File: src/rtl/seg_pkg.sv
// Shared constants and types for the 7-segment scan controller.
package seg_pkg;

  localparam int            LETTER_W   = 5;
  localparam logic [4:0]    LETTER_MAX = 5'd26;

  localparam logic [6:0]    SEG_DASH   = 7'b0111111;  // only segment g lit
  localparam logic [6:0]    SEG_OFF    = 7'h7F;
  localparam logic [3:0]    AN_OFF     = 4'b1111;

  // Digit index; DIG3 is the leftmost display position.
  typedef enum logic [1:0] {
    DIG0 = 2'd0,
    DIG1 = 2'd1,
    DIG2 = 2'd2,
    DIG3 = 2'd3
  } digit_e;

  // Per-slot phase: anodes dark during GUARD, lit during ON.
  typedef enum logic {
    ST_GUARD = 1'b0,
    ST_ON    = 1'b1
  } slot_st_e;

  // Active-low one-hot anode pattern for a digit.
  function automatic logic [3:0] an_onehot(digit_e d);
    return ~(4'b0001 << d);
  endfunction

endpackage

File: src/rtl/seg_scan_timer.sv
// Slot counter, digit index and GUARD/ON phase for the display scan.
module seg_scan_timer
  import seg_pkg::*;
#(
  parameter int REFRESH_DIV = 100000,
  parameter int GUARD_CYC   = 2
) (
  input  logic   clk,
  input  logic   rst_n,
  output digit_e dig_o,
  output digit_e dig_nxt_o,
  output logic   on_o,
  output logic   slot_end_o,
  output logic   frame_end_o
);

  localparam int               CNT_W      = $clog2(REFRESH_DIV);
  localparam logic [CNT_W-1:0] CNT_LAST   = CNT_W'(REFRESH_DIV - 1);
  localparam logic [CNT_W-1:0] GUARD_LAST = CNT_W'(GUARD_CYC - 1);

  logic [CNT_W-1:0] cnt_q, cnt_d;
  digit_e           dig_q, dig_d;
  slot_st_e         st_q, st_d;
  logic             slot_end;

  assign slot_end = (cnt_q == CNT_LAST);

  // Slot counter wraps each slot; digit steps 3->2->1->0->3 at the wrap.
  always_comb begin
    cnt_d = cnt_q + 1'b1;
    dig_d = dig_q;
    if (slot_end) begin
      cnt_d = '0;
      dig_d = digit_e'(dig_q - 2'd1);
    end
  end

  // Phase FSM: leave GUARD after its last cycle, return to GUARD at slot end.
  always_comb begin
    st_d = st_q;
    case (st_q)
      ST_GUARD: if (cnt_q == GUARD_LAST) st_d = ST_ON;
      ST_ON:    if (slot_end)            st_d = ST_GUARD;
      default:                           st_d = ST_GUARD;
    endcase
  end

  // Timer state registers.
  always_ff @(posedge clk or negedge rst_n) begin
    if (!rst_n) begin
      cnt_q <= '0;
      dig_q <= DIG3;
      st_q  <= ST_GUARD;
    end else begin
      cnt_q <= cnt_d;
      dig_q <= dig_d;
      st_q  <= st_d;
    end
  end

  assign dig_o       = dig_q;
  assign dig_nxt_o   = dig_d;
  assign on_o        = (st_q == ST_ON);
  assign slot_end_o  = slot_end;
  assign frame_end_o = slot_end && (dig_q == DIG0);

endmodule

File: src/rtl/seg_scan_ctrl.sv
// Multiplexes two letter indices onto the 4-digit display through one shared
// decoder; new pairs are accepted by handshake and shown from the next frame.
module seg_scan_ctrl
  import seg_pkg::*;
#(
  parameter int REFRESH_DIV = 100000,
  parameter int GUARD_CYC   = 2
) (
  input  logic                clk,
  input  logic                rst_n,
  input  logic                upd_valid,
  output logic                upd_ready,
  input  logic [LETTER_W-1:0] upd_in_letter,
  input  logic [LETTER_W-1:0] upd_out_letter,
  input  logic                blank,
  output logic [LETTER_W-1:0] dec_in,
  input  logic [6:0]          dec_seg0,
  input  logic [6:0]          dec_seg1,
  output logic [6:0]          seg,
  output logic                dp,
  output logic [3:0]          an
);

  digit_e dig, dig_nxt;
  logic   on, slot_end, frame_end;

  seg_scan_timer #(
    .REFRESH_DIV (REFRESH_DIV),
    .GUARD_CYC   (GUARD_CYC)
  ) u_timer (
    .clk         (clk),
    .rst_n       (rst_n),
    .dig_o       (dig),
    .dig_nxt_o   (dig_nxt),
    .on_o        (on),
    .slot_end_o  (slot_end),
    .frame_end_o (frame_end)
  );

  logic [LETTER_W-1:0] shown_in_q, shown_in_d, shown_out_q, shown_out_d;
  logic [LETTER_W-1:0] sh_in_q, sh_in_d, sh_out_q, sh_out_d;
  logic [LETTER_W-1:0] dec_in_q, dec_in_d;
  logic [6:0]          seg_q, seg_d;
  logic                pend_q, pend_d, rdy_q, rdy_d, blank_q;
  logic                xfer, commit, is_tens;

  // Ready is low whenever a pair is pending, so a transfer and a commit
  // can never land on the same edge.
  assign xfer    = upd_valid && rdy_q;
  assign commit  = frame_end && pend_q;
  assign is_tens = (dig == DIG3) || (dig == DIG1);

  // Handshake, shadow and frame-boundary commit.
  always_comb begin
    shown_in_d  = shown_in_q;
    shown_out_d = shown_out_q;
    sh_in_d     = sh_in_q;
    sh_out_d    = sh_out_q;
    pend_d      = pend_q;
    if (commit) begin
      shown_in_d  = sh_in_q;
      shown_out_d = sh_out_q;
      pend_d      = 1'b0;
    end
    if (xfer) begin
      sh_in_d  = upd_in_letter;
      sh_out_d = upd_out_letter;
      pend_d   = 1'b1;
    end
    rdy_d = !pend_d;
  end

  // Decoder input loads at slot start (using freshly committed letters);
  // segments follow the decoder one cycle later, dashing illegal letters.
  always_comb begin
    dec_in_d = dec_in_q;
    if (slot_end) begin
      if ((dig_nxt == DIG3) || (dig_nxt == DIG2)) dec_in_d = shown_in_d;
      else                                        dec_in_d = shown_out_d;
    end
    if (dec_in_q > LETTER_MAX) seg_d = SEG_DASH;
    else if (is_tens)          seg_d = dec_seg1;
    else                       seg_d = dec_seg0;
  end

  // Datapath registers.
  always_ff @(posedge clk or negedge rst_n) begin
    if (!rst_n) begin
      shown_in_q  <= '0;
      shown_out_q <= '0;
      sh_in_q     <= '0;
      sh_out_q    <= '0;
      pend_q      <= 1'b0;
      rdy_q       <= 1'b1;
      dec_in_q    <= '0;
      seg_q       <= SEG_OFF;
      blank_q     <= 1'b0;
    end else begin
      shown_in_q  <= shown_in_d;
      shown_out_q <= shown_out_d;
      sh_in_q     <= sh_in_d;
      sh_out_q    <= sh_out_d;
      pend_q      <= pend_d;
      rdy_q       <= rdy_d;
      dec_in_q    <= dec_in_d;
      seg_q       <= seg_d;
      blank_q     <= blank;
    end
  end

  assign upd_ready = rdy_q;
  assign dec_in    = dec_in_q;
  assign seg       = seg_q;
  assign dp        = (dig != DIG2);
  assign an        = (on && !blank_q) ? an_onehot(dig) : AN_OFF;

endmodule

File: config.mk
export PLATFORM = sky130hd
export DESIGN_NAME = seg_scan_ctrl
export DESIGN_NICKNAME = d
export VERILOG_FILES = /design/src/rtl/seg_pkg.sv /design/src/rtl/seg_scan_timer.sv /design/src/rtl/seg_scan_ctrl.sv
export SDC_FILE = /design/constraint.sdc
export NUM_CORES = 1
export LEC_CHECK = 0
export CAP_MARGIN = 25
export CORE_MARGIN = 2
export CORE_UTILIZATION = 47
export CTS_CLUSTER_DIAMETER = 50
export DETAILED_ROUTE_END_ITERATION = 10
export PLACE_DENSITY = 0.77
export SETUP_SLACK_MARGIN = 0.15
export SLEW_MARGIN = 20
export SYNTH_ARGS = -nofsm -noshare
export SYNTH_HDL_FRONTEND = slang
export SYNTH_SLANG_ARGS = --single-unit
File: constraint.sdc
create_clock -name clk -period 2.4 [get_ports clk]
set_input_delay 0.48 -clock clk [delete_from_list [all_inputs] [get_ports clk]]
set_output_delay 0.48 -clock clk [all_outputs]
set_load 0.02 [all_outputs]
-- Yosys cells after proc, flatten, opt, wreduce, memory -nomap -nowiden
Cells that the tools add are included.
- bits in registers: 55
- input port bits: 28
- word-level logic and storage cells: 47
- $add $sub $neg: 2
- $lt $le $gt $ge: 1
- eq/ne operators: 7
- shift operators: 1
- mux-type cells: 13
- bitwise logic cells: 2
- reduce and logical (&&, ||, !) cells: 9
- operators by type and width (cell ; number):
    $add A17 B1 Y17 const B ; 1
    $eq A17 B1 Y1 const B ; 1
    $eq A17 B17 Y1 const B ; 1
    $mux W17 ; 1
    $mux W5 ; 3
    $mux W7 ; 2
    $eq A2 B2 Y1 const B ; 3
    $gt A5 B5 Y1 const B ; 1
    $logic_and A1 B1 Y1 ; 4
    $mux W1 ; 4
    $mux W4 ; 1
    $not A4 Y4 ; 1
    $shl A1 B2 Y4 const A ; 1
    $eq A2 B1 Y1 const B ; 1
    $logic_not A1 Y1 ; 2
    $logic_not A2 Y1 ; 1
    $logic_or A1 B1 Y1 ; 2
    $mux W2 ; 1
    $ne A2 B2 Y1 const B ; 1
    $pmux W1 S2 ; 1
    $sub A2 B1 Y2 const B ; 1
    $not A1 Y1 ; 1

-- Longest topological paths before layout
Gate-level depths: netlist (run 1).
- depth in word-level cells: 6
- gate-level depth with buffers: 7
- gate-level depth less buffers: 6

-- By module
A second synthesis (run 1) with hierarchy kept.
- cells, all modules: 192
- area, all modules: 2432.3 um^2
- modules (own cells, without submodules) (module ; instances ; cells an instance ; area each (um^2) ; sequential area each (um^2)):
    seg_scan_ctrl ; 1 ; 99 ; 1425.1 ; 885.8
    seg_scan_timer ; 1 ; 93 ; 1007.2 ; 503.0

-- Worst setup path after synthesis (run 1)
OpenSTA, ideal clock, no wires.
- path type: reg-to-reg
- from: register u_timer.cnt_q[11]
- to: register dec_in_q[2], in the netlist dec_in[2]
- library setup time: 0.125 ns
- data arrival time: 2.416 ns
- slack: -0.141 ns
- stages on the path, launching flop included: 7
- buffers on the path: 1
- period minus slack after synthesis: 2.541 ns
- cells stage by stage: dfrtp_1 > or4_4 > nor4_4 > and3_1 > buf_6 > mux4_1 > mux2_2
- word-level cells in the longest chain between the ends: 5
- elaborated cells on any way between the ends: 10
- classes of those cells: eq/ne (3); mux (4); reduce/logical (3)
- RTL lines (item ; line ; text):
    from (decl) ; seg_scan_timer.sv:21 ; logic [CNT_W-1:0] cnt_q, cnt_d;
    from (signal assigned) ; seg_scan_timer.sv:55 ; cnt_q <= cnt_d;
    $eq A17 B17 Y1 (*) ; seg_scan_timer.sv:26 ; assign slot_end = (cnt_q == CNT_LAST);
    $mux W2 or $logic_and A1 B1 Y1 (tied branches) ; seg_scan_timer.sv:32, seg_scan_timer.sv:65 ;
    $eq A2 B2 Y1 or $logic_and A1 B1 Y1 (tied branches) ; seg_scan_ctrl.sv:78, seg_scan_ctrl.sv:50 ;
    $logic_or A1 B1 Y1 or $mux W5 (tied branches) ; seg_scan_ctrl.sv:78, seg_scan_ctrl.sv:60 ;
    $mux W5 ; seg_scan_ctrl.sv:78 ; if ((dig_nxt == DIG3) || (dig_nxt == DIG2)) dec_in_d = shown_in_d;
    to (signal assigned) ; seg_scan_ctrl.sv:105 ; dec_in_q <= dec_in_d;
    to (decl) ; seg_scan_ctrl.sv:42 ; logic [LETTER_W-1:0] dec_in_q, dec_in_d;
Every way passes the cells marked *; elsewhere a longest branch is shown, timed or not.
A chain may end at the register's enable or synchronous reset.

-- Worst setup path after layout (run 1)
- from: register u_timer.cnt_q[8]
- to: register dec_in_q[0], in the netlist dec_in[0]
Same word-level chain as after synthesis.

==> out/metrics.cfg, run 1 <==
[power]
ir_drop_mv=0.441
swShare_pct=22.0
pwr-share-comb_pct=8.6
intPower_w=0.00141
pwr_density_cell_nw_per_um2=540
p_sw_w=0.000396
p_clk_share_pct=34.1
seq_power_share_pct=57.4
p_leak_nw=1.48

[clocking]
hold_buffers=0
cts_inserted_buffers=5
cts-root-buf=clkbuf_8
clk-insertion-delay-late_ns=0.31
cts_tree=yes
cts_htree_levels=2
cts_sinks=55
clkSlewWorstSetupHoldPaths_ns=0.10
clockBufferDepth=2

[sta]
slew_violations=0
setup_violations=4
finalCriticalPeriod_ns=2.43
worstMarginPinSlew_ns=0.581
rsz0062_at_grt=yes
fin_skew_ns=0.0124
worst_slack_ns=-0.0253
hold_viol=0
period_share_pct=101
fmax_mhz=412
max_slew_margin_pct=61.3

[route]
drt-vias-per-instance=5.09
routedWlPerCell_um=14.4
ant_nets=0
drtPass1Iterations=4
routed_wl_mm=4.91
drtIter0Drc=55
via_count=1741
route.detailed.drc=0

[job]
max-cap-violations=0

[placed_design]
port_buffers=45
dp_cells=331
placed_cell_area_sq_um=3170
gp_congestion=0.780
hpwlAfterDp_mm=3.40

[synthesis]
synthesis.nets=234
postSynth.asyncResetShare_pct=100
ys_ff_latch=55
syn_inst=200
synth_edf_count=0
synth_ff_type=dfrtp_1
yosysSeqAreaShare_pct=55.6
synth_top_cell_by_area=dfrtp_1
syn-mean-instance-area_sq_um=12.5
synth_top_area_share_pct=45.1
yosysWarnings=0
synth_cell_type_count=34
syn_area_sq_um=2500
synth_area_leaders=dfrtp_1 (45%), mux2_2 (11%), dfstp_2 (11%)

[cells_and_area]
insertedDiodeCount=0
fin_nets=305
fin_cells=342
syn_to_final_growth_pct=33.8
final_core_util_pct=65.4
final_area_sq_um=3340
layout-drive-gt1-share_pct=29.0
layout_commonest_cell=dfrtp_1
final_cell_mix=dfrtp_1 (45), clkdlybuf4s50_1 (40), nand2_1 (24)

[global_route]
grt_pass1_vias=1874
grt_max_degree=32
grt_use_total_pct=18.3
overflow=0
antenna_found_initial=0
grt_pass1_wl_mm=8.69

[worst_setup_path]
critPathArrivalTime_ns=2.63
cp-start-kind=flop
path_cells=or4b_4 -> nor4_4 -> and3_4 -> buf_12 -> mux4_2 -> mux2_4
critPathKind=reg -> reg
cpPeakStageDelay_ns=0.55
endpoint_kind=flop
crit_fanout=7
cp_slowest_cell=or4b_4
required_ns=2.61

[floorplan]
io_pins=46
die_height_um=76.9
die_x_um=76.9
initial_utilization_pct=48.9
die-area_sq_um=5910
core_area_sq_um=5110
num_rows=26

[run_status]
violations=negative setup slack
status=finished with violations

[min_path]
min-delay-path-class=in -> async

## power groups by stage
stage	Sequential, W	Combinational (W)	Clock (W)
2_1_floorplan	0.00105	0.0000602	0
3_3_place_gp	0.00105	0.000154	0
3_5_place_dp	0.00105	0.000158	0
4_1_cts	0.00103	0.000157	0.000627
5_1_grt	0.00104	0.000171	0.000664
6_report	0.00103	0.000154	0.000614
## critical path, delay by kind of cell (launching register included)
kind | cells | cell delay, ns
simple gates | 3 | 1.05
mux | 2 | 0.78
buf+inv | 1 | 0.12
flops | 1 | 0.38
## per-layer routing
metal	routed length, um	vias to the layer above	GRT usage (%)
met5	0	-	0
met4	63	0	5.82
met3	205	6	4.47
met2	2510	40	31.3
met1	2130	858	22.8
li1	-	837	-
## timing repair
action / in CTS / in global routing
gates resized for setup: 9 / 5
pin swaps: 2 / 1
buffers inserted: 2 / 1
endpoints found under the setup margin: 9 / 12
hold endpoints to repair: 0 / 0
## Yosys cell counts (all sizes together), types with 2 or more instances
| master | n |
|---|---|
| xor2 | 5 |
| nor4 | 4 |
| nand3 | 14 |
| or4 | 2 |
| nand2 | 24 |
| xnor2 | 9 |
| dfrtp | 45 |
| o21ai | 3 |
| mux2 | 25 |
| dfstp | 10 |
| nand4 | 5 |
| ha | 6 |
| and3 | 4 |
| a21boi | 2 |
| nor2 | 13 |
| buf | 3 |
| clkbuf | 3 |
| inv | 7 |
| mux4 | 5 |
## cell type report
class                      instances  area, sq um
fill                             412         1770
sequential                        55         1390
multi-input combinational        132         1070
timing repair buffer              70          661
tap                               70         87.6
clock buffer                       6         72.6
clock inverter                     2         38.8
inverter                           7         26.3
## logic make-up (layout without fill, tap and decap cells)
logic type / after synthesis / in the layout / synth area share [%]
buffers and inverters: 13 / 85 / 2.45
muxes: 31 / 31 / 16.9
xor gates and xnor gates: 14 / 14 / 4.91
and+or+nand+nor: 72 / 72 / 14.8
DFF: 55 / 55 / 55.6
AOI/OAI and AO/OA: 9 / 9 / 2.30
adders and majority gates: 6 / 6 / 3.01
## path summary, 6_finish.rpt
check / startpoint / end / slack (ns) / depth (start not counted)
worst max-delay path: u_timer.cnt_q[8] / dec_in[0] / -0.03 / 6
worst min-delay path: rst_n / u_timer.cnt_q[4] / 0.16 / 1
worst max register to register: u_timer.cnt_q[8] / dec_in[0] / -0.03 / 6
worst min register to register: pend_q / upd_ready / 0.51 / 1
max in group asynchronous: rst_n / u_timer.cnt_q[10] / 1.69 / 2
min in group clk: pend_q / upd_ready / 0.51 / 1
## state kept, by name, summed over array words and instances, names as in the netlist
register / flops
blank_q: 1
sh_out_q: 5
u_timer.cnt_q: 17
shown_out_q: 5
pend_q: 1
upd_ready: 1
shown_in_q: 5
u_timer.dig_o: 2
sh_in_q: 5
dec_in: 5
seg: 7
u_timer.on_o: 1
## per-stage QoR
| step | worst slack (ns) | TNS (ns) | hold WS (ns) | power [W] |
|---|---|---|---|---|
| 3_5_place_dp | -0.0701 | -0.293 | 0.490 | 0.00121 |
| 5_1_grt | -0.0970 | -0.405 | 0.193 | 0.00188 |
| 3_3_place_gp | -0.0288 | -0.142 | 0.471 | 0.00120 |
| 2_1_floorplan | -0.125 | -0.626 | 0.184 | 0.00111 |
| 4_1_cts | -0.0580 | -0.213 | 0.176 | 0.00182 |
| 6_report | -0.0253 | -0.0598 | 0.162 | 0.00180 |
(Power assumes the default switching activity.)
==> run 2: changes to the inputs <==
==> constraint.sdc (replaced) <==
create_clock -name clk -period 2.16 [get_ports clk]
set_input_delay 0.432 -clock clk [delete_from_list [all_inputs] [get_ports clk]]
set_output_delay 0.432 -clock clk [all_outputs]
set_load 0.02 [all_outputs]
==> run 2 against run 1 <==
  * The run still ends with negative setup slack left
  * Power increased by 5.1%
  * Fmax decreased by 4.0%
  * Critical endpoint is now dec_in[3]
  * Die area unchanged
  * Register-to-register slack got worse by 0.34 ns
  * Sequential share of layout area decreased by 1.5 points
  * Worst hold slack got worse by 0.022 ns
  * Clock-buffer cell count increased by 1
  * Final cell count increased by 3.8%
  * Non-clock buffer count increased by 13
==> out/metrics.cfg, run 2 (synthesized netlist as in run 1, its figures left out) <==
[run_status]
status=finished with violations
violations=negative setup slack

[worst_setup_path]
timing.rr.start=u_timer.cnt_q[5]
critPathArrivalTime_ns=2.72
cpPeakStageDelay_ns=0.56
critPathKind=reg -> reg
cp-startpoint=u_timer.cnt_q[5]
cp-start-kind=flop
endpoint=dec_in[3]
required_ns=2.35
crit_buf_inv=1
endpoint_kind=flop
reg2reg_to=dec_in[3]
cp_top_family=simple AND/OR/NAND/NOR gates
crit_fanout=5
path_cells=or4b_4 -> nor4_4 -> and3_4 -> buf_12 -> mux4_2 -> mux2_4
reg2regPathDepth=6
cp_num_cells=6
cp_slowest_cell=or4b_4
rrSetupSlack_ns=-0.37

[clocking]
cts_sinks=55
cts-root-buf=clkbuf_8
cts_tree=yes
cts_htree_levels=2
clkSlewWorstSetupHoldPaths_ns=0.09
clk-insertion-delay-late_ns=0.31
hold_buffers=0
cts_inserted_buffers=5
clockBufferDepth=2

[sta]
hold_viol=0
holdWs_ns=0.140
max_slew_margin_pct=58.0
finalCriticalPeriod_ns=2.53
fin_skew_ns=0.00728
fmax_mhz=396
rsz0062_at_grt=yes
worstMarginPinSlew_ns=0.630
period_share_pct=117
slew_violations=0
tns_ns=-4.11
setup_violations=18
worst_slack_ns=-0.365

[global_route]
grt_pass1_wl_mm=8.80
grt_pass1_vias=1916
overflow=0
antenna_found_initial=0
grt_max_degree=30
grt_use_total_pct=18.9

[route]
drtPass1Iterations=4
ant_nets=0
routed_wl_mm=5.23
drtIter0Drc=47
routedWlPerCell_um=14.7
route.detailed.drc=0
via_count=1837
drt-vias-per-instance=5.17

[cells_and_area]
final_core_util_pct=67.8
layout_commonest_cell=dfrtp_1
fin_nets=318
fin_cells=355
largest_register=u_timer.cnt_q
insertedDiodeCount=0
final_cell_mix=dfrtp_1 (45), clkdlybuf4s50_1 (39), buf_4 (29)
layout-drive-gt1-share_pct=34.0
syn_to_final_growth_pct=38.7
largest_reg_flops=17

[min_path]
min-delay-path-class=in -> async

[floorplan]
die-area_sq_um=5910
num_rows=26
io_pins=46
initial_utilization_pct=48.9
die_x_um=76.9
core_area_sq_um=5110
die_height_um=76.9

[placed_design]
port_buffers=45
gp_congestion=0.842
hpwlAfterDp_mm=3.73
dp_cells=336

[power]
p_leak_nw=1.55
p_total_w=0.00189
pwr_density_cell_nw_per_um2=547
ir_drop_mv=0.462

[job]
max-cap-violations=0

-- run 2: final cells by class --
type / count / area (sq um)
Sequential cell: 55 / 1390
Tap cell: 70 / 87.6
Inverter: 7 / 26.3
Fill cell: 368 / 1640
Clock inverter: 1 / 5.00
Clock buffer: 7 / 86.3
Multi-Input combinational cell: 132 / 1080
Timing Repair Buffer: 83 / 791
-- run 2: worst min-delay path by stage --
stage / from / endpoint / depth (start not counted)
floorplan: rst_n / blank_q / 0
global placement: pend_q / upd_ready / 1
detailed placement: rst_n / u_timer.cnt_q[5] / 1
CTS: rst_n / u_timer.cnt_q[5] / 1
global route: rst_n / u_timer.cnt_q[1] / 1
finish: rst_n / u_timer.cnt_q[4] / 1
-- run 2: per-stage QoR --
stage               worst slack, ns  area, sq um
detailed placement           -0.351         3220
global placement             -0.268         3220
floorplan                    -0.365         2480
finish                       -0.365         3460
CTS                          -0.322         3400
global route                 -0.419         3460
-- run 2: repair_timing --
item / in CTS / in global routing
gates resized for setup: 13 / 16
pin swaps: 3 / 7
buffers inserted: 4 / 6
endpoints found under the setup margin: 22 / 21
cloned: 1 / 0
-- run 2: routing by layer --
metal  track usage, %  routed length (um)
met1             22.1                2050
met2             33.3                2810
met3             4.94                 254
met4             7.27                 114
met5                0                   0
-- run 2: where the power goes --
group / internal (W) / total, W / leakage (nW) / switching, W
Clock: 0.000259 / 0.000570 / 0.0482 / 0.000311
Sequential: 0.00110 / 0.00115 / 0.685 / 0.0000472
Combinational: 0.000110 / 0.000174 / 0.822 / 0.0000640
Total: 0.00147 / 0.00189 / 1.55 / 0.000422
==> run 3: changes to the inputs <==
--- a/config.mk
+++ b/config.mk
@@ -7,12 +7,13 @@
 export LEC_CHECK = 0
 export CAP_MARGIN = 25
 export CORE_MARGIN = 2
-export CORE_UTILIZATION = 47
+export CORE_UTILIZATION = 46
 export CTS_CLUSTER_DIAMETER = 50
 export DETAILED_ROUTE_END_ITERATION = 10
-export PLACE_DENSITY = 0.77
+export PLACE_DENSITY = 0.76
 export SETUP_SLACK_MARGIN = 0.15
 export SLEW_MARGIN = 20
 export SYNTH_ARGS = -nofsm -noshare
 export SYNTH_HDL_FRONTEND = slang
+export SYNTH_HIERARCHICAL = 1
 export SYNTH_SLANG_ARGS = --single-unit
==> run 3 against run 2 <==
  * The run still ends with negative setup slack left
  * Die area decreased by 0.47%
  * Sequential share of layout area increased by 0.51 points
  * Register-to-register slack about the same
  * Critical path type unchanged
==> out/metrics.cfg, run 3 <==
[sta]
rsz0062_at_grt=yes
period_share_pct=117
hold_viol=0
worst_slack_ns=-0.357
slew_violations=0
setup_violations=5
max_slew_margin_pct=68.1
fin_skew_ns=0.00450
fmax_mhz=397
worstMarginPinSlew_ns=0.477
finalCriticalPeriod_ns=2.52

[clocking]
cts_inserted_buffers=5
cts_sinks=55
cts_htree_levels=2
cts-root-buf=clkbuf_8
clockBufferDepth=2
clkSlewWorstSetupHoldPaths_ns=0.10
cts_tree=yes
clk-insertion-delay-late_ns=0.31

[synthesis]
synth_area_leaders=dfrtp_1 (46%), dfstp_2 (11%), mux2_2 (9.7%)
synth_cell_type_count=37
synth-compound-area-share_pct=3.34
synth-simple-area-share_pct=15.7
yosysWarnings=6
synth.most_common_cell=dfrtp_1
synth_edf_count=0
postSynth.asyncResetShare_pct=100
synth_ff_type=dfrtp_1
synth_top_cell_by_area=dfrtp_1
ys_ff_latch=55
synthesis.nets=223
syn_inst=192
syn_area_sq_um=2430
muxShareOfSynthArea_pct=14.1
synth_xor_area_share_pct=5.40
syn-mean-instance-area_sq_um=12.7
synth-adder-area-share_pct=1.54
synth_common_cells=dfrtp_1 (45), mux2_2 (21), nand2_1 (12), dfstp_2 (10), nor2_1 (10)
synth_top_family_by_area=simple AND/OR/NAND/NOR gates
synth_top_area_share_pct=46.3
yosysSeqAreaShare_pct=57.1

[run_status]
status=finished with violations
violations=negative setup slack

[cells_and_area]
layout-drive-gt1-share_pct=35.1
final_area_sq_um=3420
largest_register=u_timer/cnt_q
insertedDiodeCount=0
syn_to_final_growth_pct=40.6
largest_reg_flops=17
multiInputGateArea_sq_um=1080
fin_nets=301
fill_cells=396
register_area_sq_um=1390
final_cell_mix=dfrtp_1 (45), clkdlybuf4s50_1 (39), buf_4 (26)
layout_commonest_cell=dfrtp_1

[worst_setup_path]
cp_top_family=simple AND/OR/NAND/NOR gates
cp_slowest_cell=or4_4
required_ns=2.36
timing.rr.start=u_timer/cnt_q[11]
crit_buf_inv=0
endpoint_kind=flop
critPathArrivalTime_ns=2.72
cp_num_cells=6
cp-startpoint=u_timer/cnt_q[11]
rrSetupSlack_ns=-0.36
cpPeakStageDelay_ns=0.53
reg2regPathDepth=6
cpMostUsedCell=or4_4
crit_fanout=3
cp-start-kind=flop
endpoint=dec_in[4]
reg2reg_to=dec_in[4]
path_cells=or4_4 -> or4_4 -> nor3_4 -> mux2i_2 -> mux4_1 -> mux2_2
critPathKind=reg -> reg

[floorplan]
initial_utilization_pct=47.6
io_pins=46
num_rows=26
die-area_sq_um=5890
die_height_um=76.7
die_x_um=76.7
core_area_sq_um=5110

[route]
routedWlPerCell_um=15.1
route.detailed.drc=0
ant_nets=0
drtPass1Iterations=4
routed_wl_mm=5.14
drt-vias-per-instance=5.20
via_count=1772
drtIter0Drc=104

[power]
p_sw_w=0.000399
p_total_w=0.00175
intPower_w=0.00135
swShare_pct=22.9
p_clk_share_pct=34.0
pwr-share-comb_pct=6.1
seq_power_share_pct=59.8
pwr_density_cell_nw_per_um2=510
ir_drop_mv=0.484
p_leak_nw=1.56

[placed_design]
port_buffers=45
gp_congestion=0.854
placed_cell_area_sq_um=3180
hpwlAfterDp_mm=3.68

[min_path]
min-delay-path-class=reg -> reg
min_from=dec_in[3]

[global_route]
grt_pass1_wl_mm=8.60
grt_max_degree=48
antenna_found_initial=0
grt_use_total_pct=18.7
overflow=0
grt_pass1_vias=1756

[job]
max-cap-violations=0

==> run 3: changes by cell type after synthesis, moves of 6 or more <==
cell and delta:
nor2b_1 +6, mux2i_1 +7, nand2_1 -12, nand3_1 -6
==> run 3: power by group through the flow <==
stage               registers [W]  clock network [W]  logic [W]
floorplan                 0.00107                  0  0.0000105
global placement          0.00106                  0   0.000106
detailed placement        0.00106                  0   0.000108
CTS                       0.00104           0.000608   0.000109
global route              0.00105           0.000651   0.000118
finish                    0.00104           0.000594   0.000107
==> run 3: cells by family after synthesis <==
logic type,count (synthesis)
AO/OA/AOI/OAI,10
XOR/XNOR,15
adder cells (fa/ha/maj),3
buffers and inverters,13
flip-flops,55
multiplexers,30
AND/OR/NAND/NOR,66
==> run 3: layer usage <==
metal  global-route usage (%)  vias up  share of wire [%]
li1                         -      837                  -
met5                        0        -                  0
met1                     25.6      871                 43
met4                     8.00        0                2.4
met2                     29.3       53                 50
met3                     3.41       11                4.7
==> run 3: through the flow <==
| step | TNS (ns) | worst slack (ns) | instances | hold slack, ns | util [%] |
|---|---|---|---|---|---|
| detailed placement | -1.46 | -0.342 | 327 | 0.299 | 62.3 |
| finish | -1.55 | -0.357 | 341 | 0.500 | 67.0 |
| CTS | -1.43 | -0.336 | 339 | 0.500 | 65.1 |
| global route | -2.28 | -0.473 | 341 | 0.520 | 67.0 |
| floorplan | -2.02 | -0.422 | 192 | 0.136 | - |
| global placement | -1.22 | -0.305 | 327 | 0.298 | 62.3 |
==> run 3: cell type report <==
class / instances / area share, %
multi-input combinational: 124 / 31.6
clock buffer: 5 / 2.01
inverter: 6 / 0.658
tap: 70 / 2.56
sequential: 55 / 40.6
timing repair buffer: 78 / 21.8
clock inverter: 3 / 0.805
==> run 3: worst min path at each step <==
stage | depth (start not counted) | slack, ns | end
3_3_place_gp | 1 | 0.30 | sh_out_q[4]
4_1_cts | 1 | 0.50 | seg[6]
3_5_place_dp | 1 | 0.30 | sh_out_q[0]
2_1_floorplan | 0 | 0.14 | blank_q
5_1_grt | 2 | 0.52 | sh_in_q[1]
6_report | 1 | 0.50 | seg[6]
==> run 3: what timing repair did <==
| action | CTS | global route |
|---|---|---|
| setup buffers | 3 | 1 |
| gates cloned | 0 | 1 |
| endpoints found under the hold margin | 7 | 0 |
| hold buffers | 1 | 0 |
| endpoints found under the setup margin | 20 | 30 |
| resized for setup | 12 | 20 |
| pin swaps | 5 | 5 |
